--- src/rtl/segment_fader_pkg.sv ---
// Shared constants and types for the segment fader stage that drives the 7-segment pads.
package segment_pkg;
    localparam int SEG_N = 7;
    localparam int LVL_W = 4;
    localparam logic [LVL_W-1:0] LVL_MAX = {LVL_W{1'b1}};

    typedef logic [LVL_W-1:0] level_t;
    typedef logic [SEG_N-1:0] seg_vec_t;
endpackage

--- src/rtl/segment_fader_channel.sv ---
// One segment: brightness level with saturating ramp toward its on/off target, plus PWM compare.
module seg_fade_channel
    import segment_pkg::*;
#(
    parameter int LW   = LVL_W,
    parameter int STEP = 1
) (
    input  logic          clk,
    input  logic          rst_n,
    input  logic          i_ena,
    input  logic          i_frame_tick,
    input  logic          i_fade_en,
    input  logic          i_tgt_on,
    input  logic [LW-1:0] i_pwm_cnt,
    output logic          o_on,
    output logic          o_not_at_tgt
);
    localparam logic [LW-1:0] W_MAX    = {LW{1'b1}};
    localparam logic [LW-1:0] W_STEP_L = LW'(STEP);
    localparam logic [LW:0]   W_STEP_E = (LW+1)'(STEP);

    logic [LW-1:0] r_level;
    logic [LW-1:0] w_target;
    logic [LW-1:0] w_next;
    logic [LW:0]   w_sum;

    assign w_target = {LW{i_tgt_on}};
    // One extra bit so a rising step past MAX is seen and clamped instead of wrapping.
    assign w_sum    = {1'b0, r_level} + W_STEP_E;

    // Next level one STEP toward target, clamped at both ends.
    always_comb begin
        w_next = r_level;
        if (r_level < w_target) begin
            if (w_sum > {1'b0, W_MAX}) begin
                w_next = W_MAX;
            end else begin
                w_next = w_sum[LW-1:0];
            end
        end else if (r_level > w_target) begin
            if (r_level < W_STEP_L) begin
                w_next = {LW{1'b0}};
            end else begin
                w_next = r_level - W_STEP_L;
            end
        end else begin
            w_next = r_level;
        end
    end

    // Level register: snaps every cycle without fading, steps on frame ticks with fading.
    always_ff @(posedge clk) begin
        if (!rst_n) begin
            r_level <= {LW{1'b0}};
        end else if (i_ena) begin
            if (!i_fade_en) begin
                r_level <= w_target;
            end else if (i_frame_tick) begin
                r_level <= w_next;
            end else begin
                r_level <= r_level;
            end
        end else begin
            r_level <= r_level;
        end
    end

    assign o_on         = (r_level == W_MAX) | (i_pwm_cnt < r_level);
    assign o_not_at_tgt = (r_level != w_target);
endmodule

--- src/rtl/segment_fader.sv ---
// Fades each segment of the animator pattern in and out and renders the level as PWM on the pads.
module segment_fader #(
    parameter int NSEG  = segment_pkg::SEG_N,
    parameter int LVL_W = segment_pkg::LVL_W,
    parameter int STEP  = 1
) (
    input  logic            clk,
    input  logic            rst_n,
    input  logic            ena,
    input  logic            pwm_tick,
    input  logic            frame_tick,
    input  logic            fade_en,
    input  logic [NSEG-1:0] seg_in,
    output logic [NSEG-1:0] seg_out,
    output logic            busy
);
    logic [NSEG-1:0]  r_seg_q;
    logic [LVL_W-1:0] r_pwm_cnt;
    logic [NSEG-1:0]  r_seg_out;
    logic [NSEG-1:0]  w_on;
    logic [NSEG-1:0]  w_not_at_tgt;

    // Input capture; keeps sampling even while disabled.
    always_ff @(posedge clk) begin
        if (!rst_n) begin
            r_seg_q <= {NSEG{1'b0}};
        end else begin
            r_seg_q <= seg_in;
        end
    end

    // Free-running PWM phase, wrapping MAX to 0 with no pause.
    always_ff @(posedge clk) begin
        if (!rst_n) begin
            r_pwm_cnt <= {LVL_W{1'b0}};
        end else if (ena && pwm_tick) begin
            r_pwm_cnt <= r_pwm_cnt + {{(LVL_W-1){1'b0}}, 1'b1};
        end else begin
            r_pwm_cnt <= r_pwm_cnt;
        end
    end

    for (genvar g = 0; g < NSEG; g++) begin : g_ch
        seg_fade_channel #(
            .LW   (LVL_W),
            .STEP (STEP)
        ) u_ch (
            .clk          (clk),
            .rst_n        (rst_n),
            .i_ena        (ena),
            .i_frame_tick (frame_tick),
            .i_fade_en    (fade_en),
            .i_tgt_on     (r_seg_q[g]),
            .i_pwm_cnt    (r_pwm_cnt),
            .o_on         (w_on[g]),
            .o_not_at_tgt (w_not_at_tgt[g])
        );
    end

    // Registered pad drive, forced dark while disabled.
    always_ff @(posedge clk) begin
        if (!rst_n) begin
            r_seg_out <= {NSEG{1'b0}};
        end else if (ena) begin
            r_seg_out <= w_on;
        end else begin
            r_seg_out <= {NSEG{1'b0}};
        end
    end

    assign seg_out = r_seg_out;
    assign busy    = |w_not_at_tgt;
endmodule

--- config.mk ---
export PLATFORM = sky130hd
export DESIGN_NAME = segment_fader
export DESIGN_NICKNAME = d
export VERILOG_FILES = /design/src/rtl/segment_fader_pkg.sv /design/src/rtl/segment_fader_channel.sv /design/src/rtl/segment_fader.sv
export SDC_FILE = /design/constraint.sdc
export NUM_CORES = 1
export LEC_CHECK = 0
export BUFFER_PORTS_ARGS = -buffer_cell sky130_fd_sc_hd__buf_2
export CAP_MARGIN = 0
export CORE_MARGIN = 1
export CORE_UTILIZATION = 63
export DETAILED_ROUTE_END_ITERATION = 7
export PLACE_DENSITY = 0.82
export SYNTH_ARGS = -nofsm -noshare
export SYNTH_HDL_FRONTEND = slang
export SYNTH_SLANG_ARGS = --single-unit
--- constraint.sdc ---
create_clock -name clk -period 4.5 [get_ports clk]
set_clock_uncertainty 0.1 [all_clocks]
set_input_delay 0.675 -clock clk [delete_from_list [all_inputs] [get_ports clk]]
set_output_delay 0.675 -clock clk [all_outputs]
set_load 0.02 [all_outputs]
==> flow_summary.ini, run 1 <==
[clock_network]
cts_root_buf = clkbuf_8
path_clk_slew_ns = 0.09
h-tree-depth = 2
cts_tree = built
clock_latency_ns = 0.30
cts_buffer_depth = 2
cts_num_sinks = 46
postCtsHoldBufs = 0
cts_setup_buffers = 0
cts_resized = 0
numCtsBuffers = 5

[die]
die_h_um = 81.92
io_pins = 21
core_area_um2 = 6026
die_width_um = 81.92
num_rows = 28
dieArea_um2 = 6711
initial_core_util_pct = 66.78

[route]
finalWirelength_um = 10000
vias_per_cell = 6.523
drt-initial-drc-count = 289
detail-route-antenna-nets = 0
wl_per_cell_um = 16.34
num_vias = 3992
drc = 0
first_pass_iters = 5

[global_routing]
top_usage_layer = met2
grt.overflow.total = 0
grt_pass1_wl_um = 16260
grt_pass1_vias = 3699
use_met2_pct = 52.31
grtUsageTotal_pct = 31.25
grt_use_met3_pct = 5.222
grt_max_degree = 33
antenna_found_initial = 0
grt_use_met1_pct = 38.73

[timing]
rsz0062_at_grt = false
finalMaxSlewViolations = 0
max_freq_mhz = 304.7
finalSetupViolCount = 0
relSlewSlack_pct = 58.25
finalCritPeriodShare_pct = 72.93
whs_ns = 0.4661
timing.setup.tns_ns = 0
worst_pin_slew_ns = 0.6262
min_period_ns = 3.282
finalHoldViolCount = 0

[setup_path]
cp_data_required_time_ns = 3.72
crit_type = register to primary output
crit_slowest_cell = or4_1
start_kind = register
path_cells = inv_1 > ha_1 > nand4_1 > or4_1 > or4b_1 > buf_2
worst_setup_path_end_kind = primary output
worst-path-max-fanout = 7
max_stage_delay_ns = 0.54
critPathArrivalTime_ns = 2.51

[layout]
final_nets = 615
utilization_pct = 70.70
area_growth_pct = 5.877
drive_gt1_share_pct = 7.635
antenna-diode-count = 0

[flow_run]
maxCapViolations = 0

[pwr]
ir_worst_vdd_mv = 0.1687
power.density_nw_per_um2 = 307.3
p_leak_nw = 1.836
report.power.total_w = 0.001309

[placed_design]
dpl.hpwl_um = 7163
place.gp.congestion = 0.9249
io_buffers = 20

[synthesis]
async_flop_share_pct = 0
synth_edf_count = 0
synth_area_per_cell_um2 = 7.635
ys_seq_elements = 46
synthMostInstantiatedCell = ha_1
yosysTopAreaCellShare_pct = 22.89
netlist_area_um2 = 4024
synth_cell_types = 56
ys_top_cells_by_count = 65 x ha_1, 46 x dfxtp_1, 43 x a21oi_1
synth_flop_cell = dfxtp_1
synth_area_leaders = dfxtp_1 23%, ha_1 20%, a21oi_1 5.3%
synth_nets = 605
ys_seq_area_share_pct = 22.89
synthCells = 527
yosysTopAreaCell = dfxtp_1
yosys_warnings = 0

[run_status]
outcome = completed

[hold_path]
hold_path_class = register to register
[where the power goes]
| part | internal, W | switching [W] |
|---|---|---|
| Combinational | 0.000203 | 0.000282 |
| Clock | 0.000178 | 0.000144 |
| Sequential | 0.000441 | 0.0000596 |
| Total | 0.000823 | 0.000486 |
[cells in the final DEF (no fill, tap or decap), types with 3 or more instances in the layout]
master / count
ha_1: 65
dfxtp_1: 46
a21oi_1: 43
o21ai_0: 42
nor2_1: 40
inv_1: 39
nand2_1: 39
a31oi_1: 22
buf_2: 20
nand3_1: 19
a21o_1: 19
nand2b_1: 16
nor3_1: 15
o211ai_1: 14
and2_1: 11
nand4_1: 8
o21ai_1: 6
clkbuf_8: 6
o221ai_1: 5
and3_1: 5
mux2_2: 4
nor4_1: 4
mux2i_1: 4
o21a_1: 3
nor2b_1: 3
[flip-flops by register name (all words and copies together) (netlist names)]
name	flops
r_pwm_cnt	4
r_seg_q	7
g_ch.u_ch.r_level	28
seg_out	7
[kinds of logic (layout without fill, tap and decap cells)]
family	Yosys count	in the layout	synth area share, %
xor+xnor	2	2	0.4354
flops	46	46	22.89
compound gates	179	179	28.14
simple gates	169	169	20.49
buf+inv	57	67	5.473
fa+ha+maj	66	66	20.46
mux	8	8	2.114
[metal layers]
metal	vias up	routed length, µm
met5	-	0
met1	1837	4374
met4	0	216
met3	22	640
met2	170	4771
li1	1963	-
[critical path: cells and delay by family, from the launching register on]
family	cells	cell delay [ns]
fa+ha+maj	1	0.28
buf+inv	2	0.27
flops	1	0.44
simple gates	3	1.21
[worst paths after layout]
kind	from	to	slack, ns	cells past startpoint
max	g_ch[0].u_ch.r_level[0]	busy	1.22	6
min	g_ch[6].u_ch.r_level[2]	g_ch[6].u_ch.r_level[2]	0.47	2
max reg2reg	r_seg_q[0]	g_ch[0].u_ch.r_level[1]	2.11	8
min reg2reg	g_ch[6].u_ch.r_level[2]	g_ch[6].u_ch.r_level[2]	0.47	2
[layout make-up]
class	instances	area [µm²]
multi-input cells	424	2883
fillers	484	1765
flip-flops and latches	46	920.9
inverters	40	150.1
repair buffers	20	100.1
well taps	75	93.84
clock buffers	6	82.58
clock inverters	1	30.03
[stage by stage]
stage	cells	cell area [µm²]	setup WS, ns
after floorplan	527	4024	1.758
after global placement	605	4148	1.569
after detailed placement	605	4148	1.558
after CTS	612	4260	1.211
after global routing	612	4260	1.118
final	612	4260	1.218
Note: power is estimated with default switching activity, not from simulation.
==> run 2: changes to the inputs <==
--- a/config.mk
+++ b/config.mk
@@ -8,9 +8,9 @@
 export BUFFER_PORTS_ARGS = -buffer_cell sky130_fd_sc_hd__buf_2
 export CAP_MARGIN = 0
 export CORE_MARGIN = 1
-export CORE_UTILIZATION = 63
+export CORE_UTILIZATION = 56
 export DETAILED_ROUTE_END_ITERATION = 7
-export PLACE_DENSITY = 0.82
+export PLACE_DENSITY = 0.77
 export SYNTH_ARGS = -nofsm -noshare
 export SYNTH_HDL_FRONTEND = slang
 export SYNTH_SLANG_ARGS = --single-unit
==> constraint.sdc (replaced) <==
create_clock -name clk -period 2.77 [get_ports clk]
set_clock_uncertainty 0.1 [all_clocks]
set_input_delay 0.4155 -clock clk [delete_from_list [all_inputs] [get_ports clk]]
set_output_delay 0.4155 -clock clk [all_outputs]
set_load 0.02 [all_outputs]
==> flow_summary.ini, run 2 (synthesized netlist as in run 1, its figures left out) <==
[run_status]
outcome = finished, violations left
violations = negative setup slack

[setup_path]
crit_buf_inv = 2
worst_setup_path_end_kind = primary output
path_cells = inv_6 > ha_4 > nand4_1 > or4_1 > or4b_4 > buf_6
crit_type = register to primary output
crit_slowest_cell = or4_1
cp_data_required_time_ns = 2.25
crit_start = r_seg_q[6]
start_kind = register
worst-path-max-fanout = 4
regToRegStartpoint = r_seg_q[6]
max_stage_delay_ns = 0.53
critPathArrivalTime_ns = 2.32
crit_family = simple AND/OR/NAND/NOR gates

[layout]
antenna-diode-count = 0
area_growth_pct = 16.17
drive_gt1_share_pct = 16.76
n_fill_cell = 570
regArea_um2 = 933.4
layout_commonest_cell = ha_1
layout_common_cells = 53 x ha_1, 42 x a21oi_1, 42 x o21ai_0
final_nets = 638
top_register = g_ch.u_ch.r_level
largest_register_ffs = 28
multi_input_area_um2 = 3069
stdcell_area_um2 = 4674

[clock_network]
numCtsBuffers = 5
cts_buffer_depth = 2
cts_tree = built
h-tree-depth = 2
path_clk_slew_ns = 0.10
cts_num_sinks = 46
clock_latency_ns = 0.31
cts_root_buf = clkbuf_8

[die]
core_area_um2 = 6869
initial_core_util_pct = 58.58
io_pins = 21
die_h_um = 86.77
die_width_um = 86.77
dieArea_um2 = 7528
num_rows = 30

[timing]
relSlewSlack_pct = 61.09
rsz0062_at_grt = true
timing.setup.tns_ns = -0.06754
finalHoldViolCount = 0
fin_ws_ns = -0.06754
finalMaxSlewViolations = 0
finalCritPeriodShare_pct = 102.4
max_freq_mhz = 352.4
finalSetupViolCount = 1
worst_pin_slew_ns = 0.5798
min_period_ns = 2.838

[route]
num_vias = 4149
vias_per_cell = 6.315
wl_per_cell_um = 17.08
detail-route-antenna-nets = 0
finalWirelength_um = 11220
first_pass_iters = 5
drc = 0
drt-initial-drc-count = 328

[global_routing]
grt_max_degree = 25
grtUsageTotal_pct = 30.78
grt_pass1_wl_um = 18390
antenna_found_initial = 0
grt.overflow.total = 0
grt_pass1_vias = 3901

[pwr]
power.density_nw_per_um2 = 485.0
ir_worst_vdd_mv = 0.2456
p_leak_nw = 1.963

[placed_design]
place.gp.congestion = 0.9577
io_buffers = 20
dpl.hpwl_um = 7600
dpl_cell_area_um2 = 4264

[hold_path]
holdCritStartpoint = seg_in[2]
hold_path_class = input pin to register

[flow_run]
maxCapViolations = 0
[run 2: layout make-up]
type | count | share of cell area [%]
clock inverter | 3 | 0.9368
inverter | 40 | 3.426
timing repair buffer | 43 | 5.969
clock buffer | 5 | 1.472
tap | 96 | 2.570
multi-input combinational | 424 | 65.66
sequential | 46 | 19.97
[run 2: repair_timing]
item	4_1_cts	5_1_grt
setup endpoints to repair	1	5
hold buffers	0	0
setup buffers	11	1
pin swaps	5	10
gates resized for setup	23	15
[run 2: layer usage]
layer  vias up  wire (µm)  global-route usage, %
met5         -          0                      0
met4         0        426                  13.94
met3        37        593                  4.571
met2       177       5392                  53.46
met1      1930       4808                  37.51
li1       2005          -                      -
[run 2: through the flow]
step | power, W | setup WS [ns] | util, % | std cells | hold WS [ns]
global placement | 0.001587 | 0.1387 | 62.08 | 638 | 0.4451
finish | 0.002267 | -0.06754 | 68.05 | 657 | 0.2022
CTS | 0.002210 | -0.05782 | 66.74 | 657 | 0.2060
detailed placement | 0.001621 | 0.08887 | 62.08 | 638 | 0.4555
global route | 0.002403 | -0.1153 | 68.05 | 657 | 0.2111
floorplan | 0.001425 | 0.2878 | - | 527 | 0.3996
[run 2: worst paths after layout]
check                       endpoint  slack (ns)  depth (start not counted)
min                       r_seg_q[2]        0.20                          2
min reg2reg  g_ch[6].u_ch.r_level[2]        0.47                          2
max                             busy       -0.07                          6
max reg2reg  g_ch[6].u_ch.r_level[3]        0.10                         14
[run 2: worst register-to-register path, stage by stage (launching register included)]
cell and delay [ns]:
dfxtp_4 0.38, inv_6 0.05, ha_4 0.27, nand4_1 0.12, buf_4 0.16, buf_4 0.12
buf_4 0.12, buf_4 0.12, buf_4 0.12, buf_4 0.12, buf_4 0.12, buf_4 0.13
a31oi_4 0.20, a21oi_4 0.12, o221a_2 0.31
[run 2: where the power goes]
group | total, W | switching, W | internal [W]
clock | 0.000533 | 0.000262 | 0.000271
sequential | 0.000802 | 0.0000835 | 0.000718
combinational | 0.000932 | 0.000525 | 0.000407
==> run 3: changes to the inputs <==
--- a/config.mk
+++ b/config.mk
@@ -7,10 +7,13 @@
 export LEC_CHECK = 0
 export BUFFER_PORTS_ARGS = -buffer_cell sky130_fd_sc_hd__buf_2
 export CAP_MARGIN = 0
+export CORE_ASPECT_RATIO = 0.9
 export CORE_MARGIN = 1
-export CORE_UTILIZATION = 56
+export CORE_UTILIZATION = 57
 export DETAILED_ROUTE_END_ITERATION = 7
-export PLACE_DENSITY = 0.77
+export GPL_TIMING_DRIVEN = 0
+export PLACE_DENSITY = 0.78
 export SYNTH_ARGS = -nofsm -noshare
 export SYNTH_HDL_FRONTEND = slang
+export SYNTH_HIERARCHICAL = 1
 export SYNTH_SLANG_ARGS = --single-unit
==> flow_summary.ini, run 3 <==
[synthesis]
ys_seq_elements = 46
synth_edf_count = 0
synth_area_leaders = dfxtp_1 20%, ha_1 19%, a21oi_1 4.5%
yosysTopAreaCell = dfxtp_1
synthCells = 568
ys_top_cells_by_count = 71 x ha_1, 46 x dfxtp_1, 42 x a21oi_1, 42 x inv_1, 31 x nand3_1
synth_nets = 652
synth_flop_cell = dfxtp_1
synth_area_per_cell_um2 = 8.234
ys_seq_area_share_pct = 19.69
yosys_warnings = 6
async_flop_share_pct = 0
netlist_area_um2 = 4677
synth_cell_types = 44
synthMostInstantiatedCell = ha_1
yosysTopAreaCellShare_pct = 19.69

[hold_path]
hold_path_class = input pin to register
hold_depth = 2

[route]
drt-initial-drc-count = 185
drc = 0
detail-route-antenna-nets = 0
first_pass_iters = 4
wl_per_cell_um = 15.84
num_vias = 4331
vias_per_cell = 6.259
finalWirelength_um = 10960

[pwr]
p_leak_nw = 2.120
combPwrFrac_pct = 45.0
ir_worst_vdd_mv = 0.2912
pwr-share-clk_pct = 19.8
p_switching_w = 0.0009163
switching_share_pct = 39.59
seqPwrFrac_pct = 35.1
p_int_w = 0.001398
power.density_nw_per_um2 = 463.0

[global_routing]
grt_pass1_wl_um = 19360
grt.overflow.total = 0
antenna_found_initial = 0
grt_pass1_vias = 4343
grt_max_degree = 52
grtUsageTotal_pct = 27.41

[clock_network]
cts_resized = 0
postCtsHoldBufs = 0
cts_setup_buffers = 0
cts_tree = built
cts_buffer_depth = 2
path_clk_slew_ns = 0.10
clock_latency_ns = 0.31
cts_root_buf = clkbuf_8
h-tree-depth = 2
cts_num_sinks = 46
numCtsBuffers = 5

[placed_design]
dp_slack_ns = 0.4718
io_buffers = 20
dpl.hpwl_um = 8110
place.gp.congestion = 0.9471

[timing]
timing.setup.tns_ns = 0
finalCritPeriodShare_pct = 95.15
finalSetupViolCount = 0
whs_ns = 0.2014
rsz0062_at_grt = false
max_freq_mhz = 379.4
fin_ws_ns = 0.1344
finalMaxSlewViolations = 0
relSlewSlack_pct = 40.75
min_period_ns = 2.636
worst_pin_slew_ns = 0.8887
finalHoldViolCount = 0

[setup_path]
crit_type = register to primary output
worstRegToRegCells = 7
critPathArrivalTime_ns = 2.12
cp_data_required_time_ns = 2.25
worst-path-max-fanout = 8
start_kind = register
worst_setup_path_end_kind = primary output

[run_status]
outcome = completed

[layout]
antenna-diode-count = 0
area_growth_pct = 6.875
layout_commonest_cell = ha_1
largest_register_ffs = 28
top_register = g_ch.u_ch/r_level
utilization_pct = 64.64
layout_common_cells = 71 x ha_1, 46 x dfxtp_1, 42 x inv_1, 42 x a21oi_1, 31 x nand3_1
drive_gt1_share_pct = 16.78
final_nets = 679

[flow_run]
maxCapViolations = 0

[die]
num_rows = 30
io_pins = 21
dieArea_um2 = 8572
core_area_um2 = 7732
die_width_um = 97.48
initial_core_util_pct = 60.49
die_h_um = 87.94
-- run 3: changes by cell type after synthesis, moves of 14 or more --
cell     previous run  this run
nand2_1            39        23
a31oi_1            22         7
nor3_1             15         1
nor2_1             40        21
o21ai_0            42        22
-- run 3: cell type report --
class / instances / area (µm²)
fill: 684 / 2734
inverter: 56 / 210.2
timing repair buffer: 20 / 100.1
clock inverter: 2 / 12.51
buffer: 15 / 108.9
multi-input combinational: 451 / 3443
tap: 96 / 120.1
sequential: 46 / 920.9
clock buffer: 6 / 82.58
-- run 3: path summary, 6_finish.rpt --
| kind | to | startpoint | slack [ns] |
|---|---|---|---|
| hold / removal | r_seg_q[6] | seg_in[6] | 0.20 |
| setup / recovery | busy | g_ch[2].u_ch/r_level[0] | 0.13 |
| setup reg to reg | g_ch[3].u_ch/r_level[3] | r_seg_q[3] | 0.67 |
| hold reg to reg | g_ch[2].u_ch/r_level[2] | g_ch[2].u_ch/r_level[2] | 0.49 |
-- run 3: critical path: stages, from the launching register on --
cell and delay (ns):
dfxtp_1 0.51, inv_1 0.16, ha_1 0.30, nand4_1 0.18, nor4_2 0.36, nand2_1 0.12
buf_2 0.18
-- run 3: per-layer routing --
metal	part of all wire, %	up-vias	routed length [µm]	track usage (%)
met5	0	-	0	0
met2	49	110	5354	49.90
met3	3.9	22	430	4.948
met4	1.9	0	213	9.358
met1	45	2034	4961	32.85
li1	-	2165	-	-
-- run 3: cells by family after synthesis --
| logic type | Yosys count | share of synthesized area [%] |
|---|---|---|
| flops | 46 | 19.69 |
| xor+xnor | 9 | 1.685 |
| simple gates | 179 | 24.10 |
| compound gates | 171 | 24.02 |
| mux | 21 | 4.682 |
| buf+inv | 71 | 6.822 |
| fa+ha+maj | 71 | 18.99 |
-- run 3: stage by stage --
stage,total power (W),cell area (µm²),cells
2_1_floorplan,0.001620,4677,568
3_3_place_gp,0.001811,4897,684
3_5_place_dp,0.001854,4897,684
4_1_cts,0.002318,4992,692
5_1_grt,0.002502,4999,692
6_report,0.002315,4999,692
-- run 3: power by group through the flow --
stage	sequential [W]	clock, W	combinational (W)
after floorplan	0.000813	0	0.000808
after global placement	0.000825	0	0.000986
after detailed placement	0.000826	0	0.00103
after CTS	0.000811	0.000474	0.00103
after global routing	0.000824	0.000509	0.00117
final	0.000813	0.000459	0.00104
